### config.mk
export PLATFORM = sky130hd
export DESIGN_NAME = dmem_arbiter
export DESIGN_NICKNAME = d
export VERILOG_FILES = /design/src/rtl/dmem_arb_pkg.sv /design/src/rtl/byte_lane_assembler.sv /design/src/rtl/dmem_arbiter.sv
export SDC_FILE = /design/constraint.sdc
export NUM_CORES = 1
export LEC_CHECK = 0
export ABC_AREA = 1
export BUFFER_PORTS_ARGS = -buffer_cell sky130_fd_sc_hd__buf_2
export CORE_MARGIN = 8
export CORE_UTILIZATION = 35
export DETAILED_ROUTE_END_ITERATION = 6
export HOLD_SLACK_MARGIN = 0.12
export PLACE_DENSITY = 0.58
export SYNTH_ARGS = -nofsm -noshare
export SYNTH_HDL_FRONTEND = slang
export SYNTH_SLANG_ARGS = --single-unit
export TNS_END_PERCENT = 50
### constraint.sdc
create_clock -name clk -period 1.9 [get_ports clk]
set_input_delay 0.095 -clock clk [delete_from_list [all_inputs] [get_ports clk]]
set_output_delay 0.095 -clock clk [all_outputs]
set_load 0.02 [all_outputs]
### src/rtl/dmem_arb_pkg.sv
// ============================================================================
// dmem_arb_pkg : shared types and helpers for the data-memory arbiter
// Rev 1.0 : initial release
// ============================================================================
`default_nettype none

package dmem_arb_pkg;

  typedef enum logic [1:0] {
    SZ_BYTE = 2'd0,
    SZ_HALF = 2'd1,
    SZ_WORD = 2'd2
  } size_e;

  typedef enum logic [1:0] {
    IDLE  = 2'd0,
    XFER  = 2'd1,
    RLAST = 2'd2,
    ACK   = 2'd3
  } state_e;

  typedef enum logic {
    REQ_CPU = 1'b0,
    REQ_DBG = 1'b1
  } req_e;

  // Size code 3 is treated as a word.
  function automatic logic [2:0] size_to_beats(input logic [1:0] size);
    case (size)
      SZ_BYTE: size_to_beats = 3'd1;
      SZ_HALF: size_to_beats = 3'd2;
      default: size_to_beats = 3'd4;
    endcase
  endfunction

endpackage

`default_nettype wire

### src/rtl/byte_lane_assembler.sv
// ============================================================================
// byte_lane_assembler : collects read bytes into lanes and extends to 32 bits
// Rev 1.0 : initial release
// ============================================================================
`default_nettype none

module byte_lane_assembler
  import dmem_arb_pkg::*;
(
  input  logic        clk,
  input  logic        reset,
  input  logic        i_clear,
  input  logic        i_cap_en,
  input  logic [1:0]  i_cap_lane,
  input  logic [7:0]  i_byte,
  input  logic [2:0]  i_nbytes,
  input  logic        i_unsigned,
  output logic [31:0] o_data
);

  logic [3:0][7:0] r_lanes;
  logic            w_sign;

  always_ff @(posedge clk or negedge reset) begin
    if (!reset) begin
      r_lanes <= '0;
    end else if (i_clear) begin
      r_lanes <= '0;
    end else if (i_cap_en) begin
      r_lanes[i_cap_lane] <= i_byte;
    end
  end

  // Sign source is the top bit of the last byte of the transfer.
  always_comb begin
    w_sign = 1'b0;
    o_data = r_lanes;
    case (i_nbytes)
      3'd1: begin
        w_sign = r_lanes[0][7] & ~i_unsigned;
        o_data = {{24{w_sign}}, r_lanes[0]};
      end
      3'd2: begin
        w_sign = r_lanes[1][7] & ~i_unsigned;
        o_data = {{16{w_sign}}, r_lanes[1], r_lanes[0]};
      end
      default: o_data = r_lanes;
    endcase
  end

endmodule

`default_nettype wire

### src/rtl/dmem_arbiter.sv
// ============================================================================
// dmem_arbiter : shares the byte-wide data-memory bus between CPU and debug
// Optional macro DMEM_ARB_CPU_PRIO_EN : fixed CPU priority instead of round-robin
// Rev 1.0 : initial release
// ============================================================================
`default_nettype none

module dmem_arbiter
  import dmem_arb_pkg::*;
#(
  parameter int unsigned ADDR_W    = 32,
  parameter int unsigned TIE_FIRST = 0
) (
  input  logic              clk,
  input  logic              reset,
  input  logic              cpu_req,
  input  logic              cpu_we,
  input  logic [1:0]        cpu_size,
  input  logic              cpu_unsigned,
  input  logic [ADDR_W-1:0] cpu_addr,
  input  logic [31:0]       cpu_wdata,
  output logic [31:0]       cpu_rdata,
  output logic              cpu_ack,
  output logic              cpu_stall,
  input  logic              dbg_req,
  input  logic              dbg_we,
  input  logic [1:0]        dbg_size,
  input  logic              dbg_unsigned,
  input  logic [ADDR_W-1:0] dbg_addr,
  input  logic [31:0]       dbg_wdata,
  output logic [31:0]       dbg_rdata,
  output logic              dbg_ack,
  output logic              mem_write,
  output logic              mem_read,
  output logic [ADDR_W-1:0] mem_addr,
  output logic [7:0]        mem_wdata,
  input  logic [7:0]        mem_rdata
);

  state_e            r_state;
  req_e              r_grant;
  logic              r_we;
  logic              r_unsigned;
  logic [ADDR_W-1:0] r_addr;
  logic [31:0]       r_wdata;
  logic [2:0]        r_nbeats;
  logic [1:0]        r_beat;
  logic              r_rd_pend;
  logic [1:0]        r_rd_lane;

  logic              w_any;
  req_e              w_sel;
  logic              w_xfer;
  logic              w_last;
  logic              w_in_ack;
  logic [31:0]       w_ext;

`ifndef DMEM_ARB_CPU_PRIO_EN
  req_e              r_last_grant;
`endif

  always_comb begin
    w_any = cpu_req | dbg_req;
`ifdef DMEM_ARB_CPU_PRIO_EN
    w_sel = cpu_req ? REQ_CPU : REQ_DBG;
`else
    if (cpu_req && dbg_req) begin
      w_sel = (r_last_grant == REQ_CPU) ? REQ_DBG : REQ_CPU;
    end else begin
      w_sel = cpu_req ? REQ_CPU : REQ_DBG;
    end
`endif
  end

  assign w_xfer   = (r_state == XFER);
  assign w_last   = ({1'b0, r_beat} == (r_nbeats - 3'd1));
  assign w_in_ack = (r_state == ACK);

  always_ff @(posedge clk or negedge reset) begin
    if (!reset) begin
      r_state    <= IDLE;
      r_grant    <= REQ_CPU;
      r_we       <= 1'b0;
      r_unsigned <= 1'b0;
      r_addr     <= '0;
      r_wdata    <= '0;
      r_nbeats   <= '0;
      r_beat     <= '0;
`ifndef DMEM_ARB_CPU_PRIO_EN
      r_last_grant <= (TIE_FIRST != 0) ? REQ_CPU : REQ_DBG;
`endif
    end else begin
      case (r_state)
        IDLE: begin
          if (w_any) begin
            r_grant    <= w_sel;
            r_we       <= (w_sel == REQ_DBG) ? dbg_we       : cpu_we;
            r_unsigned <= (w_sel == REQ_DBG) ? dbg_unsigned : cpu_unsigned;
            r_addr     <= (w_sel == REQ_DBG) ? dbg_addr     : cpu_addr;
            r_wdata    <= (w_sel == REQ_DBG) ? dbg_wdata    : cpu_wdata;
            r_nbeats   <= size_to_beats((w_sel == REQ_DBG) ? dbg_size : cpu_size);
            r_beat     <= '0;
`ifndef DMEM_ARB_CPU_PRIO_EN
            r_last_grant <= w_sel;
`endif
            r_state    <= XFER;
          end
        end
        XFER: begin
          if (w_last) begin
            r_state <= r_we ? ACK : RLAST;
          end else begin
            r_beat <= r_beat + 2'd1;
          end
        end
        RLAST:   r_state <= ACK;
        default: r_state <= IDLE;
      endcase
    end
  end

  // Read data arrives one cycle after its strobe, so the lane index trails the beat.
  always_ff @(posedge clk or negedge reset) begin
    if (!reset) begin
      r_rd_pend <= 1'b0;
      r_rd_lane <= '0;
    end else begin
      r_rd_pend <= w_xfer & ~r_we;
      r_rd_lane <= r_beat;
    end
  end

  byte_lane_assembler u_asm (
    .clk        (clk),
    .reset      (reset),
    .i_clear    ((r_state == IDLE) & w_any),
    .i_cap_en   (r_rd_pend),
    .i_cap_lane (r_rd_lane),
    .i_byte     (mem_rdata),
    .i_nbytes   (r_nbeats),
    .i_unsigned (r_unsigned),
    .o_data     (w_ext)
  );

  assign mem_write = w_xfer & r_we;
  assign mem_read  = w_xfer & ~r_we;
  assign mem_addr  = w_xfer ? (r_addr + ADDR_W'(r_beat)) : '0;
  assign mem_wdata = (w_xfer & r_we) ? r_wdata[{r_beat, 3'b000} +: 8] : '0;

  assign cpu_ack   = w_in_ack & (r_grant == REQ_CPU);
  assign dbg_ack   = w_in_ack & (r_grant == REQ_DBG);
  assign cpu_rdata = (cpu_ack & ~r_we) ? w_ext : '0;
  assign dbg_rdata = (dbg_ack & ~r_we) ? w_ext : '0;
  assign cpu_stall = cpu_req & ~cpu_ack;

endmodule

`default_nettype wire

# Word-level counts from Yosys, hierarchy flattened

Cells that the tools add are included.

Bits in registers: 110
Latch bits: 0
Bits in writable memories: 0
ROM bits: 0
Memories: 0

Add/subtract/negate cells: 3
Multiply operators: 0
Divide/modulo/power cells: 0
Magnitude comparators: 2
Equality and inequality tests: 10
Shift-type cells: 1
Muxes and demuxes: 26
Bitwise operators: 15
Reductions and logical operators: 9

Operators with widths:

| operator                                             | number |
|---|---|
| two-way mux 32 bit                                   | 7 |
| case mux 32 bit (2 select lines)                     | 1 |
| adder 32 x 2 -> 32 bit                               | 1 |
| bitwise mux 32 bit                                   | 1 |
| variable part select 32 x 6 -> 8 bit                 | 1 |
| demux 8 bit (select 2 bit)                           | 1 |
| two-way mux 8 bit                                    | 2 |
| AND 1 bit                                            | 10 |
| two-way mux 2 bit                                    | 5 |
| two-way mux 1 bit                                    | 6 |
| case mux 2 bit (3 select lines)                      | 1 |
| case mux 3 bit (2 select lines)                      | 1 |
| equality test 2 x 1 -> 1 bit (second input constant) | 2 |
| equality test 2 bit (second input constant)          | 2 |
| logical NOT 2 bit                                    | 2 |
| != test 2 bit (second input constant)                | 2 |
| NOT 1 bit                                            | 4 |
| case mux 2 bit (2 select lines)                      | 1 |
| AND reduction 2 bit                                  | 2 |
| nonzero test 2 bit                                   | 2 |
| equality test 2 x 3 -> 1 bit                         | 1 |
| equality test 3 x 1 -> 1 bit (second input constant) | 1 |
| equality test 3 x 2 -> 1 bit (second input constant) | 1 |
| < comparator 2 x 3 -> 1 bit (second input constant)  | 1 |
| 7 further kinds                                      | 8 |

# Longest topological paths before layout

Word-level depth: 7
Mapped depth: 11
Gate-level depth less buffers: 11

# Hierarchy

A second synthesis with hierarchy kept.

Cell total of the unflattened synthesis: 1,070
Area, all modules: 7,053.0 µm²

Modules (own cells, without submodules):

| module              | times used | cells each | area each (µm²) | seq. area each (µm²) |
|---|---|---|---|---|
| dmem_arbiter        | 1          | 836        | 5,311.3         | 1,953.1 |
| byte_lane_assembler | 1          | 234        | 1,741.7         | 800.8 |

# Least setup slack after synthesis

No wires, ideal clock.

Kind: reg-to-output
Start: reg r_beat[0]
End: out mem_addr[16]
Arrival: 1,783 ps
Data required time: 1,805 ps
Slack: 22 ps
Cell stages (with the launch flop): 9
Path through: dfrtp_1 -> ha_1 -> fa_1 -> nand2_1 -> nor2_2 -> nand2_1 -> nor2_1 -> xor2_1 -> nor2_1

Longest elaborated chain between the ends: 2

RTL lines:

| element                | RTL line            | text |
|---|---|---|
| start, declared        | dmem_arbiter.sv:47  | `logic [1:0] r_beat;` |
| start signal, assigned | dmem_arbiter.sv:113 | `r_beat <= r_beat + 2'd1;` |
| adder 32 x 2 -> 32 bit | dmem_arbiter.sv:147 | `assign mem_addr = w_xfer ? (r_addr + ADDR_W'(r_beat)) : '0;` |
| two-way mux 32 bit     | dmem_arbiter.sv:147 |  |
| end, declared          | dmem_arbiter.sv:35  | `output logic [ADDR_W-1:0] mem_addr,` |

Every way passes these cells.

# Worst setup path in the final report

Start: reg r_beat[0]
End: out mem_addr[30]

Same word-level chain as after synthesis.

==> impl_metrics.ini <==
[run_status]
status = finished, violations left
violations = setup timing

[synth]
synth-seq-cells = 110
syn_nets = 1125
avgSynthCellArea_um2 = 6.90
synth_top_area_cell = dfrtp_1
synthesis.area_um2 = 6660
syn_inst = 966
synth_seq_area_share_pct = 41.3
synth_area_leaders = dfrtp_1, nor2_1, nand2_1
yosys_warnings = 0
synth.top_cell.area_share_pct = 40.9
ys_types = 28

[timing]
drv_slew = 0
whs_ns = 0.131
setup_slack_ns = -0.324
fin_crit_ns = 2.22
min_period_over_period_pct = 117
worst_pin_slew_ns = 0.620
setup_tns_ns = -5.08
hold_violations = 0
finalSetupViolCount = 60
fmax_mhz = 450
grt_setup_unrepaired = yes
finClkSkew_ns = 0.0138
slew_headroom_pct = 58.4

[floorplan]
start_util_pct = 35.6
design.core.area_um2 = 18700
die_x_um = 154
dieArea_um2 = 23700
ios = 257
die_h_um = 154
core.rowCount = 50

[detailed_routing]
wl_mm = 28.2
route.detailed.drc = 0
drtPass1Iterations = 7
antenna_left = 0
vias = 8291
viasPerCell = 5.12
drt_iter0_drc = 563
wl_per_cell_um = 17.4

[clock_network]
htree_levels = 3
clock_sinks = 110
path_clk_slew_ns = 0.08
clkLatencyLatePin_ns = 0.36
cts_made_buffers = 9
ctsLongestPathBuffers = 2
cts_tree = built
cts_root_buffer = clkbuf_16

[global_routing]
track_usage_pct = 22.7
grt_max_degree = 68
grt_pass1_vias = 8410
grt_pass1_wl_mm = 43.8
grt_remaining_overflow = 0
antenna_found_initial = 0

[worst_setup_path]
crit_slowest_cell = dfrtp_1
critical_path_arrival_ns = 2.13
critical_path_class = flop to output pin
worstSetupEndpointType = output pin
cp.required_ns = 1.80
critPathMostFrequentCell = nand2_1
slowest_delay_ns = 0.37
crit_fanout = 5
path_cells = ha_2 > fa_2 > nand2_4 > nor2_4 > buf_6 > nand2_8 > nor2_4 > nand2_1 > nand2_1 > nand2_1 > nor2_1 > buf_4
critPathLaunchType = flop

[placed_design]
port_buffers = 256
gp_congestion = 0.882
dpl.hpwl_mm = 18.4

[final_layout]
nNetsFinal = 1539
area_growth_pct = 66.1
n_antenna_cell = 0
layout-drive-gt1-share_pct = 30.9
final_cell_mix = nor2_1, buf_2, nand2_1
nFillCells = 1675

[pwr]
power_density_nw_per_um2 = 1230
p_leak_nw = 5.19
ir_drop_v = 0.000717

[job]
cap_violations = 0

[worst_hold_path]
hold_class = primary input to flop
## registers in the layout, indices dropped and copies added (netlist names), 2 cells and up
name,count
r_wdata,32
u_asm.r_lanes,32
r_addr,32
r_beat,2
r_state,2
r_rd_lane,2
r_nbeats,3
## Yosys cell counts (all sizes together)
library cell and number:
buf 21, fa 1, nor2 213, a21oi 109
ha 10, inv 114, o22ai 64, nand3 31
xor2 4, o21ai 89, nor3 3, nand2 165
nand4 6, dfrtp 109, or2 2, nand3b 1
dfstp 1, clkbuf 23
## per-stage QoR
stage	setup WS, ns	utilization [%]	power (mW)	cells	area, um^2
after detailed placement	-0.0959	44.4	10.0	1437	8310
final	-0.324	59.2	13.6	1619	11100
after global routing	-0.450	59.2	14.6	1619	11100
after floorplan	0.0225	-	7.96	966	6660
after global placement	-0.0735	44.4	9.99	1437	8310
after CTS	-0.290	56.1	12.8	1607	10500
## layer usage
layer	share of wire (%)	global-route usage, %
met1	41	27.0
met2	50	39.1
met3	6.8	5.35
met4	2.5	8.73
met5	0	0
## layout make-up
class / count / area, um^2 / share of cell area (%)
clock buffers: 11 / 233 / 2.10
inverters: 114 / 437 / 3.95
well taps: 234 / 293 / 2.65
clock inverters: 5 / 66.3 / 0.599
flip-flops and latches: 110 / 2760 / 24.9
multi-input cells: 698 / 3750 / 33.9
repair inverters: 1 / 7.51 / 0.0678
repair buffers: 446 / 3520 / 31.8
## cell families after synthesis
family / count (synthesis) / share of synthesized area, %
AOI/OAI and AO/OA: 262 / 21.2
xor gates and xnor gates: 4 / 0.526
adders and majority gates: 11 / 2.18
buffers and inverters: 158 / 9.73
DFF: 110 / 41.3
and+or+nand+nor: 421 / 25.0
## power breakdown
| group | switching (mW) | internal [mW] |
|---|---|---|
| logic | 4.57 | 2.93 |
| clock network | 0.928 | 1.04 |
| registers | 0.802 | 3.33 |
## worst max-delay path: cells and delay by family (launching register included)
family / cells / cell delay (ns)
DFF: 1 / 0.37
adders and majority gates: 2 / 0.44
buffers and inverters: 2 / 0.29
and+or+nand+nor: 8 / 0.68
## worst paths after layout
check | start | end | slack (ns) | cells past startpoint
min reg2reg | r_last_grant$_DFFE_PN1P_ | r_last_grant$_DFFE_PN1P_ | 0.50 | 2
min | mem_rdata[2] | u_asm.r_lanes[10]$_DFFE_PN0P_ | 0.13 | 3
max | r_beat[0]$_DFFE_PN0P_ | mem_addr[30] | -0.32 | 12
max in group asynchronous | reset | r_addr[10]$_DFFE_PN0P_ | 1.22 | 3
min in group asynchronous | reset | u_asm.r_lanes[4]$_DFFE_PN0P_ | 0.26 | 3
max reg2reg | r_state[0]$_DFFE_PN0P_ | u_asm.r_lanes[17]$_DFFE_PN0P_ | 0.13 | 7
## what timing repair did
action                                  CTS  global route
gates resized for setup                 116           146
setup buffers                             9            12
gates cloned                              2             3
endpoints found under the setup margin   87           149
pin swaps                                 8            33
endpoints found under the hold margin   199             0
hold buffers                            143             0
(Power assumes the default switching activity.)
